===== src/rtl/spi_slave_ram_if.sv =====
// spi_slave_ram_if: SPI slave front end for the single-port RAM.
// Receives (DATA_W+2)-bit command frames on MOSI and serialises RAM read data back on MISO.
// Optional frame-error strobe: define SPI_SLV_FRAME_ERR_EN.
module spi_slave_ram_if #(
    parameter int DATA_W     = 8,
    parameter int TX_TIMEOUT = 16
) (
    input  logic              clk,
    input  logic              rst,
    input  logic              ss_n,
    input  logic              mosi,
    output logic              miso,
    output logic [DATA_W+1:0] rx_data,
    output logic              rx_valid,
    input  logic [DATA_W-1:0] tx_data,
    input  logic              tx_valid
`ifdef SPI_SLV_FRAME_ERR_EN
    ,
    output logic              frame_err
`endif
);
    localparam int FW = DATA_W + 2;
    localparam int CW = $clog2(FW + 1);
    localparam int TW = $clog2(TX_TIMEOUT + 1);

    typedef enum logic [2:0] {IDLE, RECV, WAIT_TX, SEND, DONE} state_t;

    state_t            state_q;
    logic [FW-2:0]     sh_q;
    logic [DATA_W-2:0] tx_q;
    logic [CW-1:0]     cnt_q;
    logic [TW-1:0]     tcnt_q;
    logic              miso_q;
    logic [FW-1:0]     rx_data_q;
    logic              rx_valid_q;
    logic              abort;
    logic              timeout;

    assign abort    = ss_n && (state_q == RECV || state_q == WAIT_TX || state_q == SEND);
    assign timeout  = state_q == WAIT_TX && !tx_valid && tcnt_q == TW'(TX_TIMEOUT - 1);
    assign miso     = miso_q;
    assign rx_data  = rx_data_q;
    assign rx_valid = rx_valid_q;

    // Frame state machine: receive command, optionally wait for RAM data and shift it out
    always_ff @(posedge clk or posedge rst) begin
        if (rst) begin
            state_q    <= IDLE;
            sh_q       <= '0;
            tx_q       <= '0;
            cnt_q      <= '0;
            tcnt_q     <= '0;
            miso_q     <= 1'b0;
            rx_data_q  <= '0;
            rx_valid_q <= 1'b0;
        end else begin
            rx_valid_q <= 1'b0;
            if (abort) begin
                state_q <= IDLE;
                miso_q  <= 1'b0;
                cnt_q   <= '0;
                tcnt_q  <= '0;
            end else begin
                case (state_q)
                    IDLE: begin
                        if (!ss_n) begin
                            state_q <= RECV;
                            cnt_q   <= '0;
                        end
                    end
                    RECV: begin
                        sh_q  <= {sh_q[FW-3:0], mosi};
                        cnt_q <= cnt_q + 1'b1;
                        if (cnt_q == CW'(FW - 1)) begin
                            rx_data_q  <= {sh_q, mosi};
                            rx_valid_q <= 1'b1;
                            cnt_q      <= '0;
                            tcnt_q     <= '0;
                            state_q    <= (sh_q[FW-2:FW-3] == 2'b11) ? WAIT_TX : DONE;
                        end
                    end
                    WAIT_TX: begin
                        if (tx_valid) begin
                            tx_q    <= tx_data[DATA_W-2:0];
                            miso_q  <= tx_data[DATA_W-1];
                            cnt_q   <= '0;
                            state_q <= SEND;
                        end else if (timeout) begin
                            miso_q  <= 1'b0;
                            tcnt_q  <= '0;
                            state_q <= DONE;
                        end else begin
                            tcnt_q <= tcnt_q + 1'b1;
                        end
                    end
                    SEND: begin
                        if (cnt_q == CW'(DATA_W - 1)) begin
                            miso_q  <= 1'b0;
                            cnt_q   <= '0;
                            state_q <= DONE;
                        end else begin
                            miso_q <= tx_q[DATA_W-2];
                            tx_q   <= tx_q << 1;
                            cnt_q  <= cnt_q + 1'b1;
                        end
                    end
                    default: begin
                        miso_q <= 1'b0;
                        if (ss_n) state_q <= IDLE;
                    end
                endcase
            end
        end
    end

`ifdef SPI_SLV_FRAME_ERR_EN
    logic frame_err_q;
    assign frame_err = frame_err_q;

    // One-cycle error strobe registered with the abort/timeout state change
    always_ff @(posedge clk or posedge rst) begin
        if (rst) frame_err_q <= 1'b0;
        else     frame_err_q <= abort || timeout;
    end
`endif
endmodule

===== config.mk =====
export PLATFORM = sky130hd
export DESIGN_NAME = spi_slave_ram_if
export DESIGN_NICKNAME = d
export VERILOG_FILES = /design/src/rtl/spi_slave_ram_if.sv
export SDC_FILE = /design/constraint.sdc
export NUM_CORES = 1
export LEC_CHECK = 0
export ABC_AREA = 0
export BUFFER_PORTS_ARGS = -buffer_cell sky130_fd_sc_hd__buf_2
export CAP_MARGIN = 5
export CORE_ASPECT_RATIO = 1.5
export CORE_UTILIZATION = 57
export DETAILED_ROUTE_END_ITERATION = 8
export PLACE_DENSITY = 0.79
export SYNTH_ARGS = -nofsm -noshare
export SYNTH_HDL_FRONTEND = slang
export SYNTH_SLANG_ARGS = --single-unit

===== constraint.sdc =====
create_clock -name clk -period 2.1 [get_ports clk]
set_input_delay 0.315 -clock clk [delete_from_list [all_inputs] [get_ports clk]]
set_output_delay 0.315 -clock clk [all_outputs]
set_load 0.005 [all_outputs]

== Yosys cells after proc, flatten, opt, wreduce, memory -nomap -nowiden ==
Cells that the tools add are included.
Word-level totals
  bits in registers: 40
  latch bits: 0
  bits in writable memories: 0
  bits in read-only memories: 0
  input bits: 13
  output and inout port bits: 12
  logic and storage cells: 77
  memories kept: 0
Cells by class
  add/subtract/negate cells: 2
  $mul: 0
  divide/modulo/power cells: 0
  magnitude comparators: 0
  equality and inequality tests: 16
  shifts and indexed selects: 0
  multiplexer cells: 31
  bitwise gates (word level): 1
  reductions and logical operators: 19
Operators by type and width (number)
  two-way mux 3 bit: 8
  two-way mux 4 bit: 5
  two-way mux 5 bit: 4
  case mux 4 bit (4 select lines): 1
  two-way mux 7 bit: 2
  case mux 7 bit (2 select lines): 1
  case mux 3 bit (4 select lines): 1
  case mux 5 bit (2 select lines): 1
  != test 3 bit (second input constant): 3
  AND reduction 3 bit: 3
  two-way mux 1 bit: 7
  == test 3 x 2 -> 1 bit (second input constant): 2
  != test 3 x 2 -> 1 bit (second input constant): 2
  nonzero test 6 bit: 1
  adder 5 x 1 -> 5 bit (second input constant): 1
  == test 5 x 4 -> 1 bit (second input constant): 1
  AND reduction 5 bit: 1
  nonzero test 5 bit: 1
  adder 4 x 1 -> 4 bit (second input constant): 1
  == test 4 x 3 -> 1 bit (second input constant): 1
  == test 4 bit (second input constant): 1
  != test 2 bit (second input constant): 2
  != test 4 bit (second input constant): 1
  AND reduction 2 bit: 2
  13 further kinds: 16

== Longest topological paths before layout ==
Gate-level depths: netlist of run 1.
  word-level depth: 7
  depth in mapped cells: 7
  mapped depth without buffers: 6

== Worst setup path before layout of run 1 ==
OpenSTA, ideal clock, no wires.
  path kind: flip-flop to flip-flop
  from: register cnt_q[0]
  to: register tx_q[1]
  setup time: 0.119 ns
  arrival time: 1.509 ns
  slack: 0.472 ns
  cell stages (with the launch flop): 8
  period minus slack after synthesis: 1.628 ns
  cells stage by stage: dfrtp_1 > ha_1 > and3b_1 > buf_2 > a211o_1 > buf_6 > nand2_1 > o21ai_2
On the way
  word-level cells in the longest chain between the ends: 3
Ends and longest elaborated chain
  from (decl): RTL line 31  | logic [CW-1:0] cnt_q;
  from (signal assigned): RTL line 73  | cnt_q <= cnt_q + 1'b1;
  from (signal assigned): RTL line 104  | cnt_q <= cnt_q + 1'b1;
  == test 4 x 3 -> 1 bit: RTL line 97  | if (cnt_q == CW'(DATA_W - 1)) begin
  != test 2 bit (no line)
  AND reduction 4 bit (no line)
  to (signal assigned): RTL line 84  | tx_q <= tx_data[DATA_W-2:0];
  to (signal assigned): RTL line 103  | tx_q <= tx_q << 1;
  to (decl): RTL line 30  | logic [DATA_W-2:0] tx_q;
Every way passes these cells.
A chain may end at the register's enable or synchronous reset.

== Worst setup path after layout of run 1 ==
  from: register cnt_q[0]
  to: register state_q[2]
On the way
  word-level cells in the longest chain between the ends: 3
  elaborated cells between the ends (all ways): 5
Ends and longest elaborated chain
  == test 4 x 3 -> 1 bit or == test 4 bit (tied branches): RTL line 97, 74
  != test 3 x 2 -> 1 bit (no line)
  AND reduction 5 bit (no line) (*)
  to (signal assigned): RTL line 79  | state_q <= (sh_q[FW-2:FW-3] == 2'b11) ? WAIT_TX : DONE;
  to (decl): RTL line 28  | state_t state_q;
Mark *: on every way between the ends. The rest lies on a longest branch, timed or not.

==> metrics, run 1 <==
most common cell in the netlist=dfrtp_1; Slew HR=67.15%; EDFF count, synth=0; post-synth top area cell=dfrtp_1; Largest stage delay, worst path=0.43 ns; Sink Count=40; measured slew at the worst slew-check pin=0.4928 ns; Yosys top cell area share=49.44%; core area=around 0.0034 mm^2; GRT Resource Usage Total=between 20% and 30%; Primary FF master, synth=dfrtp_1; Worst path slowest cell=dfrtp_1; syn_nets=around 190; distinct cell type count after synthesis=47; fin nets=220; Post-CTS Setup Inserts=0; hold crit path type=in2async; Cell Area, Synth=0.002024 mm^2; crit end category=flop; Setup WS pre-CTS=roughly 0.24 ns; ratio of cells with drive above 1 in the final layout=35.61%; Seq/Total Area, Yosys=49.44%; clock root cell=clkbuf_8; Max VDD drop=0.6680 mV; antenna violations before repair=0; # setup viols final=0; CTS tree=yes; synth warn=0; Clock Latency Late Sink=between 0.2 and 0.3 ns; dpl hpwl=2913 um; vias in the first global route=1538; max-cap viol count=0; DR vias/cell=6.065; Die ar.=0.003799 mm^2; largest net degree at the start of global routing=41; Yosys reg bits=40; list of most frequent post-synthesis cells=dfrtp_1, mux2_2, nand2_1, o21ai_0, mux2i_1; ys async rst share=100.0%; Die W=50.66 um; chip height=roughly 75 um; synth top area cells=dfrtp_1, mux2_2, mux2i_1; number of port buffers=24; placement row count=26; CTS Hold Bufs=0; Starting Density=about three fifths; RD Place Congestion=between 0.8 and 0.9; first-pass GRT wire length=6982 um; diodes inserted=0; maximum fanout along the worst path=8; cell count after synthesis=177; Final TNS setup=0 ns; Final Hold Vio Count=0; via count=around 1500; CP arrival=approximately 2.1 ns; Leak=1.121 nW; H-tree depth=2; CP Launch Type=flop; cell chain of the critical path=ha_1 > and4bb_2 > o211ai_2 > nor2_1 > o41ai_2; P&R area growth vs syn=13.35%; crit path time final=1.886 ns; Tcrit/Tclk final=89.81%; final core occ=roughly two thirds; CTS resizes=0; Congestion Overflow GR=0; clk slew on worst S/H paths=about 0.080 ns; Routed Antenna Nets=0; # IOs=25; post-route setup slack=0.2139 ns; Fillers=253; drt first pass iters=4; Total Wirelength=4121 um; Mapped Avg Cell Area=11.44 um^2; Setup CP Type=reg2reg; f_max=530.2 MHz; RSZ-0062 raised after global routing=no; drt wl/cell=around 17 um; DR DRC count=0; status=finished, final reports clean; Setup Skew=0.004920 ns; Data required, critical path=2.28 ns; max-slew violation count=0; P per Cell Area=993.8 mW/mm^2; 1st-iter DRT viols=41; Clock Path Buffers=2; CTS Buf Count=5
-- flip-flops by register name, indices dropped and copies added (netlist names) --
signal	cells
rx_data	10
rx_valid	1
tcnt_q	5
state_q	3
sh_q	9
miso	1
cnt_q	4
tx_q	7
-- metrics by stage --
step                      hold WS (ns)  std cells  area [um^2]  power [mW]
after floorplan                 0.4510        177         2024       1.486
after global placement          0.4476        239         2183       1.618
after detailed placement        0.4653        239         2183       1.659
after CTS                       0.1462        247         2295       2.288
after global routing            0.1975        247         2295       2.406
final                           0.1286        247         2295       2.281
-- worst max-delay path, delay by kind of cell, from the launching register on --
kind                     cells  cell delay [ns]
AND/OR/NAND/NOR              2             0.41
adder cells (fa/ha/maj)      1             0.23
flip-flops                   1             0.43
AO/OA/AOI/OAI                2             0.69
-- cell families after synthesis --
family	Yosys count	share of synthesized area, %
simple gates	48	14.40
compound gates	45	16.38
flops	40	49.44
mux	25	13.54
buf+inv	16	4.387
fa+ha+maj	3	1.854
-- report_power, final --
| group | switching, mW | total, mW | internal, mW |
|---|---|---|---|
| Sequential | 0.125 | 1.02 | 0.899 |
| Clock | 0.274 | 0.626 | 0.351 |
| Combinational | 0.321 | 0.631 | 0.310 |
| Total | 0.721 | 2.28 | 1.56 |
-- layout make-up --
cell class / count / area, um^2 / area share, %
multi-input cells: 121 / 934.6 / 40.73
flip-flops and latches: 40 / 1001 / 43.62
clock buffers: 5 / 68.82 / 2.999
repair buffers: 32 / 180.2 / 7.852
clock inverters: 3 / 42.54 / 1.854
inverters: 4 / 15.01 / 0.6543
well taps: 42 / 52.55 / 2.290
-- path summary, 6_finish.rpt --
check,startpoint,endpoint,slack [ns],depth (start not counted)
max in group asynchronous,rst,sh_q[7]$_DFFE_PP0N_,1.63,3
setup reg to reg,cnt_q[0]$_DFFE_PP0P_,state_q[2]$_DFFE_PP0P_,0.21,5
setup / recovery,cnt_q[0]$_DFFE_PP0P_,state_q[2]$_DFFE_PP0P_,0.21,5
min in group clk,tx_data[0],tx_q[0]$_DFFE_PP0P_,0.26,3
hold reg to reg,tx_q[0]$_DFFE_PP0P_,tx_q[0]$_DFFE_PP0P_,0.49,2
hold / removal,rst,cnt_q[2]$_DFFE_PP0P_,0.13,3
-- cells in the final DEF (no fill, tap or decap), types with 3 or more instances in the layout --
master     n
o21ai_0   11
o211ai_1   3
mux2_2    19
a211o_1    3
ha_1       3
nand2b_1   5
nor3_1     3
nand2_1   15
a21oi_1    5
buf_2     24
dfrtp_1   40
nor2_1     3
buf_4      8
mux2i_1    6
clkbuf_8   5
inv_1      4
o21ai_1    4
o21ai_2    3
nand3_1    4
nand3b_1   3
-- per-layer routing --
| metal | global-route usage, % | wire [um] | vias to the layer above |
|---|---|---|---|
| met1 | 29.13 | 1625 | 728 |
| met5 | 0 | 0 | - |
| met4 | 13.58 | 121 | 0 |
| li1 | - | - | 701 |
| met3 | 5.051 | 200 | 17 |
| met2 | 44.00 | 2174 | 52 |
Note: power is estimated with default switching activity, not from simulation.
==> inputs of run 2 (changes only) <==
- CORE_MARGIN: unset -> 8
- RECOVER_POWER: unset -> 100
==> run 2 against run 1 <==
Die area up 51%. Register-to-register slack about the same. Worst setup slack worse by 0.013 ns. Global-route usage down 10 points. Cell count down 1.2%. Combinational power down 15%.
==> metrics, run 2 (synthesized netlist as in run 1, its figures left out) <==
status=finished, final reports clean; Die ar.=approximately 0.0058 mm^2; # IOs=25; cell chain of the critical path=and4bb_1 > o211ai_2 > or2_0 > o31ai_2; Seq pwr share=50.4%; maximum fanout along the worst path=16; DR DRC count=0; P_int=approximately 1.4 mW; crit path time final=1.899 ns; Data required, critical path=2.29 ns; CTS Buf Count=5; Fillers=~290; 1st-iter DRT viols=48; Clock Path Buffers=2; hold crit path type=in2reg; GRT Resource Usage Total=15.24%; R2R setup slack=between 0.2 and 0.25 ns; Worst Hold Depth=3; Max VDD drop=~0.73 mV; Clock power frac=approximately a quarter; f_max=between 500 and 600 MHz; DR vias/cell=5.799; # setup viols final=0; Setup CP Type=reg2reg; crit-path leading delay family=simple AND/OR/NAND/NOR gates; max-slew violation count=0; Clock Latency Late Sink=0.29 ns; measured slew at the worst slew-check pin=0.9663 ns; most common cell after layout, fill and taps aside=dfrtp_1; RD Place Congestion=a little under 0.9; most frequent cells in the layout=dfrtp_1, mux2_2, o21ai_0, buf_2, nand2_1; antenna violations before repair=0; ratio of cells with drive above 1 in the final layout=roughly a quarter; drt wl/cell=16.38 um; Setup Skew=between 0.01 and 0.015 ns; dpl hpwl=between 2000 and 3000 um; Tcrit/Tclk final=around 90%; largest net degree at the start of global routing=41; Routed Antenna Nets=0; CP arrival=2.09 ns; hold endpoint=tx_q[0]$_DFFE_PP0P_; Leak=1.044 nW; via count=1415; P&R area growth vs syn=8.776%; Post-CTS Setup Inserts=0; Die W=64.66 um; Largest stage delay, worst path=0.54 ns; sum of buffers and inverters on the critical path=0; vias in the first global route=around 1500; Worst path slowest cell=dfrtp_1; max-cap viol count=0; Congestion Overflow GR=0; crit end category=flop; Total Wirelength=between 3000 and 4000 um; reg2reg start=state_q[1]$_DFFE_PP0P_; P per Cell Area=940.9 mW/mm^2; max FFs per register=10; sw frac=32.81%; CTS tree=yes; R2R depth=4; DP Area=0.002168 mm^2; CTS resizes=0; RSZ-0062 raised after global routing=no; clock root cell=clkbuf_8; clk slew on worst S/H paths=0.09 ns; diodes inserted=0; hold slack final=around 0.27 ns; Starting Density=59.27%; first-pass GRT wire length=6975 um; CTS Hold Bufs=0; CP Launch Type=flop; placement row count=26; Final TNS setup=0 ns; Slew HR=a little over a third; Final Hold Vio Count=0; final core occ=64.47%; total power=between 2 and 2.5 mW; H-tree depth=2; number of port buffers=24; Gate power share=26.0%; R2R Path End=tcnt_q[3]$_DFFE_PP0P_; Sink Count=40; Sw Pwr=679.7 uW; core area=0.003416 mm^2; drt first pass iters=4; Min-Delay Startpoint=tx_data[0]; cell area after layout=between 0.002 and 0.0025 mm^2; fin nets=between 200 and 250; chip height=88.99 um
-- run 2: worst register-to-register path: stages (launching register included) --
cell	delay [ns]
dfrtp_1	0.54
and4bb_1	0.45
o211ai_2	0.22
or2_0	0.34
o31ai_2	0.25
-- run 2: power by group through the flow --
stage | Sequential [mW] | Clock, mW | Combinational [mW]
2_1_floorplan | 0.980 | 0 | 0.506
3_3_place_gp | 1.04 | 0 | 0.543
3_5_place_dp | 1.06 | 0 | 0.569
4_1_cts | 1.05 | 0.501 | 0.572
5_1_grt | 1.07 | 0.530 | 0.591
6_report | 1.04 | 0.490 | 0.538
-- run 2: layout make-up --
cell class	count	area, um^2	area share [%]
multi-input combinational	121	903.4	41.02
clock inverter	2	12.51	0.5682
timing repair buffer	30	148.9	6.761
sequential	40	1001	45.45
tap	42	52.55	2.386
inverter	4	15.01	0.6818
clock buffer	5	68.82	3.125
-- run 2: per-stage QoR --
| stage | std cells | setup WS (ns) |
|---|---|---|
| after global routing | 244 | 0.07407 |
| after CTS | 244 | 0.2446 |
| after global placement | 237 | 0.3266 |
| after floorplan | 177 | 0.4720 |
| final | 244 | 0.2011 |
| after detailed placement | 237 | 0.2823 |
-- run 2: worst max-delay path by stage --
stage,start,endpoint,slack [ns],cells after the start
finish,state_q[1]$_DFFE_PP0P_,tcnt_q[3]$_DFFE_PP0P_,0.20,4
global placement,state_q[1]$_DFFE_PP0P_,tx_q[0]$_DFFE_PP0P_,0.33,4
global route,cnt_q[1]$_DFFE_PP0P_,state_q[2]$_DFFE_PP0P_,0.07,6
CTS,state_q[1]$_DFFE_PP0P_,tcnt_q[3]$_DFFE_PP0P_,0.24,4
detailed placement,state_q[1]$_DFFE_PP0P_,tcnt_q[3]$_DFFE_PP0P_,0.28,4
floorplan,cnt_q[0]$_DFFE_PP0P_,tx_q[1]$_DFFE_PP0P_,0.47,7
-- run 2: per-layer routing --
metal	vias to the layer above	part of all wire (%)	routed length (um)	track usage [%]
met2	38	52	2080	27.50
met4	0	1.4	55	5.976
met5	-	0	0	0
met3	6	4.3	172	4.141
met1	683	42	1687	16.46
li1	688	-	-	-
==> inputs of run 3 (changes only) <==
- MAX_ROUTING_LAYER: unset -> met4
- REMOVE_ABC_BUFFERS: unset -> 1
==> run 3 against run 2 <==
Power up 7.2%. Count of clock-buffer cells in the layout unchanged. Fmax down 0.24%. Largest cell class unchanged. Worst setup slack worse by 0.0045 ns. Clock power up 31%. Hold slack worse by 0.013 ns. Combinational power down 1%. Cell count up 0.82%. Routed wire length up 2.8%. Critical path depth unchanged. Utilization up 1.1 points.
==> metrics, run 3 (synthesized netlist as in run 1, its figures left out) <==
Post-CTS Setup Inserts=0; ratio of cells with drive above 1 in the final layout=25.98%; Die ar.=roughly 0.0058 mm^2; CTS Hold Bufs=0; Sink Count=40; R2R Path End=sh_q[0]$_DFFE_PP0N_; crit path time final=about 1.9 ns; CTS resizes=0; Starting Density=59.27%; Largest stage delay, worst path=0.50 ns; most common cell after layout, fill and taps aside=dfrtp_1; Clock Path Buffers=2; hold crit path type=in2reg; first-pass GRT wire length=roughly 7000 um; clock root cell=clkbuf_8; CP arrival=2.09 ns; max FFs per register=10; crit end category=flop; P&R area growth vs syn=10.57%; CTS Buf Count=5; drt wl/cell=16.70 um; chip height=88.99 um; Max VDD drop=0.7148 mV; H-tree depth=2; RSZ-0062 raised after global routing=no; P per Cell Area=between 900 and 1000 mW/mm^2; Post-Place Cells=roughly 240; # IOs=25; drt first pass iters=4; max-slew violation count=0; Final Hold Vio Count=0; max-cap viol count=0; Slew HR=a little under two fifths; largest net degree at the start of global routing=41; R2R depth=4; hold endpoint=tx_q[0]$_DFFE_PP0P_; R2R setup slack=0.20 ns; f_max=525.4 MHz; diodes inserted=0; Die W=about 65 um; reg2reg start=state_q[0]$_DFFE_PP0P_; DR DRC count=0; Routed Antenna Nets=0; cell chain of the critical path=nand2b_1 > nor3_1 > clkbuf_1 > mux2_2; Setup Skew=0.01019 ns; # setup viols final=0; status=finished, final reports clean; DP Area=0.002176 mm^2; hold slack final=0.2557 ns; cell area after layout=0.002238 mm^2; 1st-iter DRT viols=46; Min-Delay Startpoint=tx_data[0]; CP Launch Type=flop; CTS tree=yes; antenna violations before repair=0; Total Wirelength=roughly 4100 um; clk slew on worst S/H paths=0.09 ns; dpl hpwl=2982 um; vias in the first global route=1491; fin nets=219; Leak=1.055 nW; Setup CP Type=reg2reg; Tcrit/Tclk final=between 90 and 100%; placement row count=26; via count=1456; measured slew at the worst slew-check pin=roughly 0.94 ns; Post-Layout Cell Count=246; Worst path slowest cell=clkbuf_1; DR vias/cell=5.919; core area=approximately 0.0034 mm^2; Congestion Overflow GR=0; Data required, critical path=2.29 ns; most frequent cells in the layout=dfrtp_1, o21ai_0, mux2_2, nand2_1, buf_2; GRT Resource Usage Total=15.64%; maximum fanout along the worst path=10; Clock Latency Late Sink=0.30 ns; Worst Hold Depth=3; number of port buffers=24; RD Place Congestion=about 0.8; total power=2.221 mW
## run 3: layer usage
metal | wire [um] | track usage [%] | share of wire (%) | up-vias
met1 | 1753 | 17.15 | 43 | 710
met3 | 159 | 4.517 | 3.9 | 9
met5 | 0 | - | 0 | -
met2 | 2107 | 25.32 | 51 | 41
met4 | 87 | 8.167 | 2.1 | 0
li1 | - | - | - | 696
## run 3: area by class of cell
class	count	area [um^2]
Clock buffer	5	68.82
Clock inverter	3	46.29
Fill cell	286	1177
Inverter	4	15.01
Multi-Input combinational cell	121	903.4
Sequential cell	40	1001
Tap cell	42	52.55
Timing Repair Buffer	31	151.4
## run 3: how the worst max path moves through the flow
| stage | start | endpoint | slack (ns) | depth (start not counted) |
|---|---|---|---|---|
| after floorplan | state_q[0]$_DFFE_PP0P_ | rx_data[0]$_DFFE_PP0P_ | -0.59 | 4 |
| after global placement | ss_n | rx_data[1]$_DFFE_PP0P_ | 0.28 | 6 |
| after detailed placement | ss_n | rx_data[4]$_DFFE_PP0P_ | 0.26 | 6 |
| after CTS | state_q[0]$_DFFE_PP0P_ | rx_data[4]$_DFFE_PP0P_ | 0.26 | 5 |
| after global routing | state_q[0]$_DFFE_PP0P_ | sh_q[1]$_DFFE_PP0N_ | 0.08 | 4 |
| final | state_q[0]$_DFFE_PP0P_ | sh_q[0]$_DFFE_PP0N_ | 0.20 | 4 |
## run 3: where the power goes
part           switching (mW)  leakage, nW  internal (mW)
clock                   0.284       0.0548          0.358
sequential              0.149        0.540          0.898
combinational           0.271        0.460          0.261
total                   0.705         1.05           1.52
## run 3: stage by stage
stage,setup slack [ns],util (%),setup TNS (ns)
6_report,0.1966,65.53,0
5_1_grt,0.08085,65.53,0
4_1_cts,0.2565,67.07,0
3_5_place_dp,0.2575,63.70,0
3_3_place_gp,0.2843,63.70,0
2_1_floorplan,-0.5919,-,-6.172
## run 3: critical path, delay by kind of cell, from the launching register on
| family | cells | cell delay [ns] |
|---|---|---|
| buffers and inverters | 1 | 0.50 |
| flip-flops | 1 | 0.48 |
| multiplexers | 1 | 0.40 |
| AND/OR/NAND/NOR | 2 | 0.41 |
